## config.mk

```make
export PLATFORM = sky130hd
export DESIGN_NAME = router_port_ctrl
export DESIGN_NICKNAME = d
export VERILOG_FILES = /design/src/rtl/router_port_ctrl.sv
export SDC_FILE = /design/constraint.sdc
export NUM_CORES = 1
export LEC_CHECK = 0
export CAP_MARGIN = 20
export CELL_PAD_IN_SITES_DETAIL_PLACEMENT = 1
export CELL_PAD_IN_SITES_GLOBAL_PLACEMENT = 2
export CORE_MARGIN = 2
export CORE_UTILIZATION = 32
export CTS_CLUSTER_DIAMETER = 40
export CTS_CLUSTER_SIZE = 12
export DETAILED_ROUTE_END_ITERATION = 6
export PLACE_DENSITY_LB_ADDON = 0.1
export SKIP_LAST_GASP = 1
export SLEW_MARGIN = 20
export SYNTH_ARGS = -nofsm -noshare
export SYNTH_HDL_FRONTEND = slang
export SYNTH_SLANG_ARGS = --single-unit
```

## constraint.sdc

```tcl
create_clock -name clk -period 1.8 [get_ports clk]
set_input_delay 0.18 -clock clk [delete_from_list [all_inputs] [get_ports clk]]
set_output_delay 0.18 -clock clk [all_outputs]
set_load 0.005 [all_outputs]
```

## src/rtl/router_port_ctrl.sv

```systemverilog
// Output-port controller for the 1x3 router: address latch, write steering, stall timers.
// Define ROUTER_DROP_CNT_EN to add the per-port saturating timeout counters drop_cnt_0..2.
module router_port_ctrl #(
  parameter int TIMEOUT = 30,
  parameter int CNT_W   = 5
) (
  input  logic       clk,
  input  logic       reset,
  input  logic       detect_add,
  input  logic       pkt_valid,
  input  logic [1:0] data_in,
  input  logic       write_enb_reg,
  input  logic       read_enb_0,
  input  logic       read_enb_1,
  input  logic       read_enb_2,
  input  logic       empty_0,
  input  logic       empty_1,
  input  logic       empty_2,
  input  logic       full_0,
  input  logic       full_1,
  input  logic       full_2,
  output logic [2:0] write_enb,
  output logic       fifo_full,
  output logic       valid_out_0,
  output logic       valid_out_1,
  output logic       valid_out_2,
  output logic       soft_rst_0,
  output logic       soft_rst_1,
  output logic       soft_rst_2,
`ifdef ROUTER_DROP_CNT_EN
  output logic [7:0] drop_cnt_0,
  output logic [7:0] drop_cnt_1,
  output logic [7:0] drop_cnt_2,
`endif
  output logic       addr_err
);

  localparam logic [CNT_W-1:0] LAST = CNT_W'(TIMEOUT - 1);

  logic [1:0]       addr_q;
  logic [2:0]       empty;
  logic [2:0]       rd;
  logic [2:0]       full;
  logic [2:0]       srst;
  logic [CNT_W-1:0] cnt [3];

  assign empty = {empty_2, empty_1, empty_0};
  assign rd    = {read_enb_2, read_enb_1, read_enb_0};
  assign full  = {full_2, full_1, full_0};

  assign valid_out_0 = ~empty_0;
  assign valid_out_1 = ~empty_1;
  assign valid_out_2 = ~empty_2;

  assign soft_rst_0 = srst[0];
  assign soft_rst_1 = srst[1];
  assign soft_rst_2 = srst[2];

  always_ff @(posedge clk) begin
    if (reset) begin
      addr_q   <= 2'b00;
      addr_err <= 1'b0;
    end else if (detect_add && pkt_valid) begin
      addr_q   <= data_in;
      addr_err <= (data_in == 2'b11);
    end
  end

  // Address 3 has no port: the byte is dropped and never stalls the FSM.
  always_comb begin
    write_enb = 3'b000;
    fifo_full = 1'b0;
    unique case (addr_q)
      2'd0: begin
        write_enb[0] = write_enb_reg;
        fifo_full    = full[0];
      end
      2'd1: begin
        write_enb[1] = write_enb_reg;
        fifo_full    = full[1];
      end
      2'd2: begin
        write_enb[2] = write_enb_reg;
        fifo_full    = full[2];
      end
      default: ;
    endcase
    if (reset) write_enb = 3'b000;
  end

  // A read or an empty FIFO clears the count, even on a would-be timeout edge.
  always_ff @(posedge clk) begin
    if (reset) begin
      srst <= 3'b000;
      for (int i = 0; i < 3; i++) cnt[i] <= '0;
    end else begin
      for (int i = 0; i < 3; i++) begin
        srst[i] <= 1'b0;
        if (empty[i] || rd[i]) begin
          cnt[i] <= '0;
        end else if (cnt[i] == LAST) begin
          cnt[i]  <= '0;
          srst[i] <= 1'b1;
        end else begin
          cnt[i] <= cnt[i] + 1'b1;
        end
      end
    end
  end

`ifdef ROUTER_DROP_CNT_EN
  logic [7:0] drop [3];

  always_ff @(posedge clk) begin
    if (reset) begin
      for (int i = 0; i < 3; i++) drop[i] <= 8'h00;
    end else begin
      for (int i = 0; i < 3; i++)
        if (srst[i] && drop[i] != 8'hFF)
          drop[i] <= drop[i] + 8'h01;
    end
  end

  assign drop_cnt_0 = drop[0];
  assign drop_cnt_1 = drop[1];
  assign drop_cnt_2 = drop[2];
`endif

endmodule

```

## Word-level counts from Yosys, hierarchy flattened

Memories as Yosys holds them, arrays and structs flattened.
Index checks and enable logic that the tools add are counted.

- Output and inout port bits: 11
- Bits in writable memories: 15
- Memories kept: 1
- Register bits: 6
- Logic and storage cells: 79
- Input port bits: 16

- Equal/unequal tests: 6
- Add/subtract/negate cells: 3
- Bitwise operators: 12
- Reduce and logical (&&, ||, !) cells: 5
- Mux-type cells: 49

Memory list:

| memory | depth | bits a word | read ports | clocked after memory_dff | wr ports | line | source |
|---|---|---|---|---|---|---|---|
| cnt | 3 | 5 | 3 | 0 | 3 | 45 | `logic [CNT_W-1:0] cnt [3];` |

Operators with widths:

| operator | count |
|---|---|
| $mux 5 | 9 |
| $mux 1 | 38 |
| $add 5x1->5 const B | 3 |
| $eq 5x5->1 const B | 3 |
| $or 1x1->1 | 9 |
| $eq 2x2->1 const B | 2 |
| $logic_or 1x1->1 | 3 |
| $mux 3 | 1 |
| $not 1->1 | 3 |
| $pmux 1 s3 | 1 |
| $eq 2x1->1 const B | 1 |
| $logic_not 2->1 | 1 |
| $logic_and 1x1->1 | 1 |

## Depth between registers and ports, before layout

- Depth after elaboration: 7
- Gate-level depth with buffers: 5
- Gate-level depth less buffers: 5

## Worst setup path before layout

OpenSTA, ideal clock, no wires.

- Kind: register to register
- Start: memory cnt[1][0]
- End: memory cnt[1][4], data pin
- Required time: 1.546 ns
- Path slack: 0.632 ns
- Library setup time: 0.254 ns
- Stages on the path, launching flop included: 5
- Clock period less this slack: 1.168 ns
- Buffers on the path: 0
- Arrival time: 0.914 ns
- Cell sequence: edfxtp_1 -> ha_1 -> nand3_1 -> xor2_1 -> nor2_1

RTL lines:

| what | line |
|---|---|
| start: declaration | 45 |

## Final worst setup path

- Start: register addr_q[1]
- End: output write_enb[0]

- Cells in the longest elaborated chain, start to end: 3

RTL lines:

| what | line | source |
|---|---|---|
| start: declaration | 40 | `logic [1:0] addr_q;` |
| start signal: assignment | 64 | `addr_q <= data_in;` |
| $logic_not 2->1 | 73 | `unique case (addr_q)` |
| $mux 1 | 73 |  |
| $mux 3 | 88 | `if (reset) write_enb = 3'b000;` |
| end: declaration | 22 | `output logic [2:0] write_enb,` |

Every way passes these cells.

==> impl_metrics.json <==
{
  "status": "finished clean",
  "die_area_mm2": 0.00378,
  "clkTransAtPathRegs_ns": 0.11,
  "dr.pass1.iters": 2,
  "wirelength_um": 1970,
  "synth.cell_area_mm2": 0.00106,
  "max_freq_mhz": 589,
  "hpwl_um": 1570,
  "htreeDepth": 1,
  "rsz0062_at_grt": "yes",
  "reg2reg_depth": 4,
  "route.detailed.drc": 0,
  "min_path_type": "in -> reg",
  "hold_start": "data_in[1]",
  "synth_warnings": 0,
  "first_iter_violations": 12,
  "ys_ff_latch": 21,
  "skew_ns": 0.00578,
  "vdd_drop_max_mv": 0.273,
  "power.leakage_nw": 0.545,
  "path_max_fanout": 6,
  "max_cap_viol_count": 0,
  "worstSetupEndpointType": "output pin",
  "initial_utilization_pct": 34.0,
  "r2r-start": "cnt[0][0]",
  "clkLatencyLatePin_ns": 0.30,
  "final-seq-area_um2": 572,
  "routabilityCongestion": 0.743,
  "synth_xor_area_share_pct": 7.46,
  "antenna_found_initial": 0,
  "final_hold_viol_count": 0,
  "rows": 20,
  "synth_compound_area_share_pct": 1.90,
  "finalSetupViolCount": 0,
  "synth_mux_area_share_pct": 0.948,
  "slew_viol_final": 0,
  "ant_nets": 0,
  "ys_seq_area_share_pct": 54.0,
  "die_w_um": 61.4,
  "fin_crit_ns": 1.70,
  "overflow": 0,
  "core_mm2": 0.00310,
  "wl_per_cell_um": 10.9,
  "grt_pass1_vias": 815,
  "clockBufferDepth": 2,
  "postSynthCellCount": 93,
  "final_nets": 160,
  "r2r_setup_slack_ns": 0.56,
  "grt_start_max_net_pins": 12,
  "dpl-instance-area_mm2": 0.00142,
  "min_to": "addr_q[1]",
  "layout-drive-gt1-share_pct": 10.2,
  "numPortBuffers": 26,
  "cts.sinks": 21,
  "clockRootBuffer": "clkbuf_4",
  "critPathKind": "reg -> out",
  "die_y_um": 61.4,
  "viasPerCell": 4.30,
  "critPathArrivalTime_ns": 1.52,
  "pin_count": 27,
  "utilization_pct": 46.9,
  "cts_made_buffers": 3,
  "synth_top_family_by_area": "simple AND/OR/NAND/NOR gates",
  "startpoint_type": "flop",
  "syn_avg_cell_area_um2": 11.4,
  "synthAdderAreaFrac_pct": 7.11,
  "power_density_mw_per_mm2": 622,
  "finalPower_mw": 0.904,
  "synthSimpleGateAreaFrac_pct": 25.0,
  "num_vias": 778,
  "required_ns": 1.62,
  "grt_pass1_wl_um": 3240,
  "post-route-period-util_pct": 94.3,
  "nFillCells": 372,
  "n_antenna_cell": 0,
  "min_path_cells": 3,
  "r2r_end": "cnt[0][4]",
  "grt_use_total_pct": 11.8,
  "synth_cell_types": 21,
  "multi_input_area_um2": 510,
  "cts_tree": "yes",
  "postCtsHoldBufs": 0,
  "area_growth_pct": 37.7,
  "final_area_mm2": 0.00145,
  "finalSetupTns_ns": 0
}
[sequential cells by signal, summed over array words and instances, names as in the netlist]
signal	count
srst	3
cnt	15
addr_q	2
addr_err	1
[report_power, final]
| group | total [mW] | switching (mW) | internal [mW] |
|---|---|---|---|
| clock | 0.229 | 0.143 | 0.0864 |
| sequential | 0.558 | 0.0194 | 0.538 |
| combinational | 0.118 | 0.0483 | 0.0693 |
[how the worst max path moves through the flow]
stage	cells after the start	to	slack [ns]	from
2_1_floorplan	4	cnt[1][4]	0.63	cnt[1][0]
3_3_place_gp	3	write_enb[0]	0.20	write_enb_reg
3_5_place_dp	3	write_enb[0]	0.12	write_enb_reg
4_1_cts	2	write_enb[0]	0.03	addr_q[1]
5_1_grt	2	write_enb[0]	0.01	addr_q[1]
6_report	2	write_enb[0]	0.10	addr_q[1]
[worst max-delay path, cell delays in order (launching register included)]
cell             delay, ns
dfxtp_1               0.38
nor4b_2               0.29
clkdlybuf4s50_1       0.55
[stage by stage]
stage	worst slack, ns	hold slack, ns	cells
2_1_floorplan	0.632	0.328	107
3_3_place_gp	0.197	0.446	177
3_5_place_dp	0.124	0.451	177
4_1_cts	0.0315	0.465	181
5_1_grt	0.0100	0.478	181
6_report	0.102	0.468	181
[Yosys cell counts]
cell type  number  area (um^2)
edfxtp_1       15          450
nor3_4          3         48.8
nor2b_1         3         18.8
o21ai_0         1         5.00
nand3b_1        1         7.51
nand2_1         4         15.0
xnor2_1         3         26.3
buf_6           1         11.3
nand4_1         4         25.0
conb_1          1         3.75
nor2_1         15         56.3
inv_1           6         22.5
nand2_2         3         18.8
nor4b_1         1         8.76
and4bb_2        2         25.0
ha_1            6         75.1
mux2i_1         1         10.0
nand3_1         8         40.0
a21oi_1         3         15.0
xor2_1          6         52.6
dfxtp_1         6          120
[cell families (layout without fill, tap and decap cells)]
group / Yosys count / count (layout)
buffers and inverters: 7 / 37
adder cells (fa/ha/maj): 6 / 6
XOR/XNOR: 9 / 9
AO/OA/AOI/OAI: 4 / 4
AND/OR/NAND/NOR: 44 / 44
flip-flops: 21 / 21
multiplexers: 1 / 1
other: 1 / 15
[per-layer routing]
| metal | share of wire, % | GRT usage [%] | routed length (um) | vias up |
|---|---|---|---|---|
| met2 | 50 | 21.7 | 977 | 16 |
| met3 | 3.7 | 2.52 | 73 | 4 |
| met4 | 1.8 | 5.47 | 35 | 0 |
| met1 | 45 | 13.0 | 881 | 365 |
| li1 | - | - | - | 393 |
| met5 | 0 | 0 | 0 | - |
[placed cells by master, fill, tap and decap left out, types with 2 or more instances in the layout]
| master | instances |
|---|---|
| xnor2_1 | 3 |
| nand4_1 | 4 |
| xor2_1 | 6 |
| nor3_4 | 3 |
| nor2b_1 | 3 |
| clkbuf_4 | 3 |
| edfxtp_1 | 15 |
| dfxtp_1 | 5 |
| a21oi_1 | 3 |
| clkdlybuf4s50_1 | 26 |
| and4bb_2 | 2 |
| conb_1 | 15 |
| nand2_1 | 4 |
| ha_1 | 6 |
| nand2_2 | 3 |
| nand3_1 | 8 |
| inv_1 | 6 |
| nor2_1 | 15 |
[final cells by class]
class / count / share of cell area [%]
Sequential cell: 21 / 39.3
Multi-Input combinational cell: 79 / 35.1
Clock buffer: 4 / 1.81
Tap cell: 44 / 3.79
Timing Repair Buffer: 27 / 18.4
Inverter: 6 / 1.55
[repair_timing]
action | 4_1_cts | 5_1_grt
resized for setup | 0 | 2
hold endpoints to repair | 0 | 0
setup endpoints to repair | 0 | 2
buffers inserted | 0 | 0
Note: power is estimated with default switching activity, not from simulation.
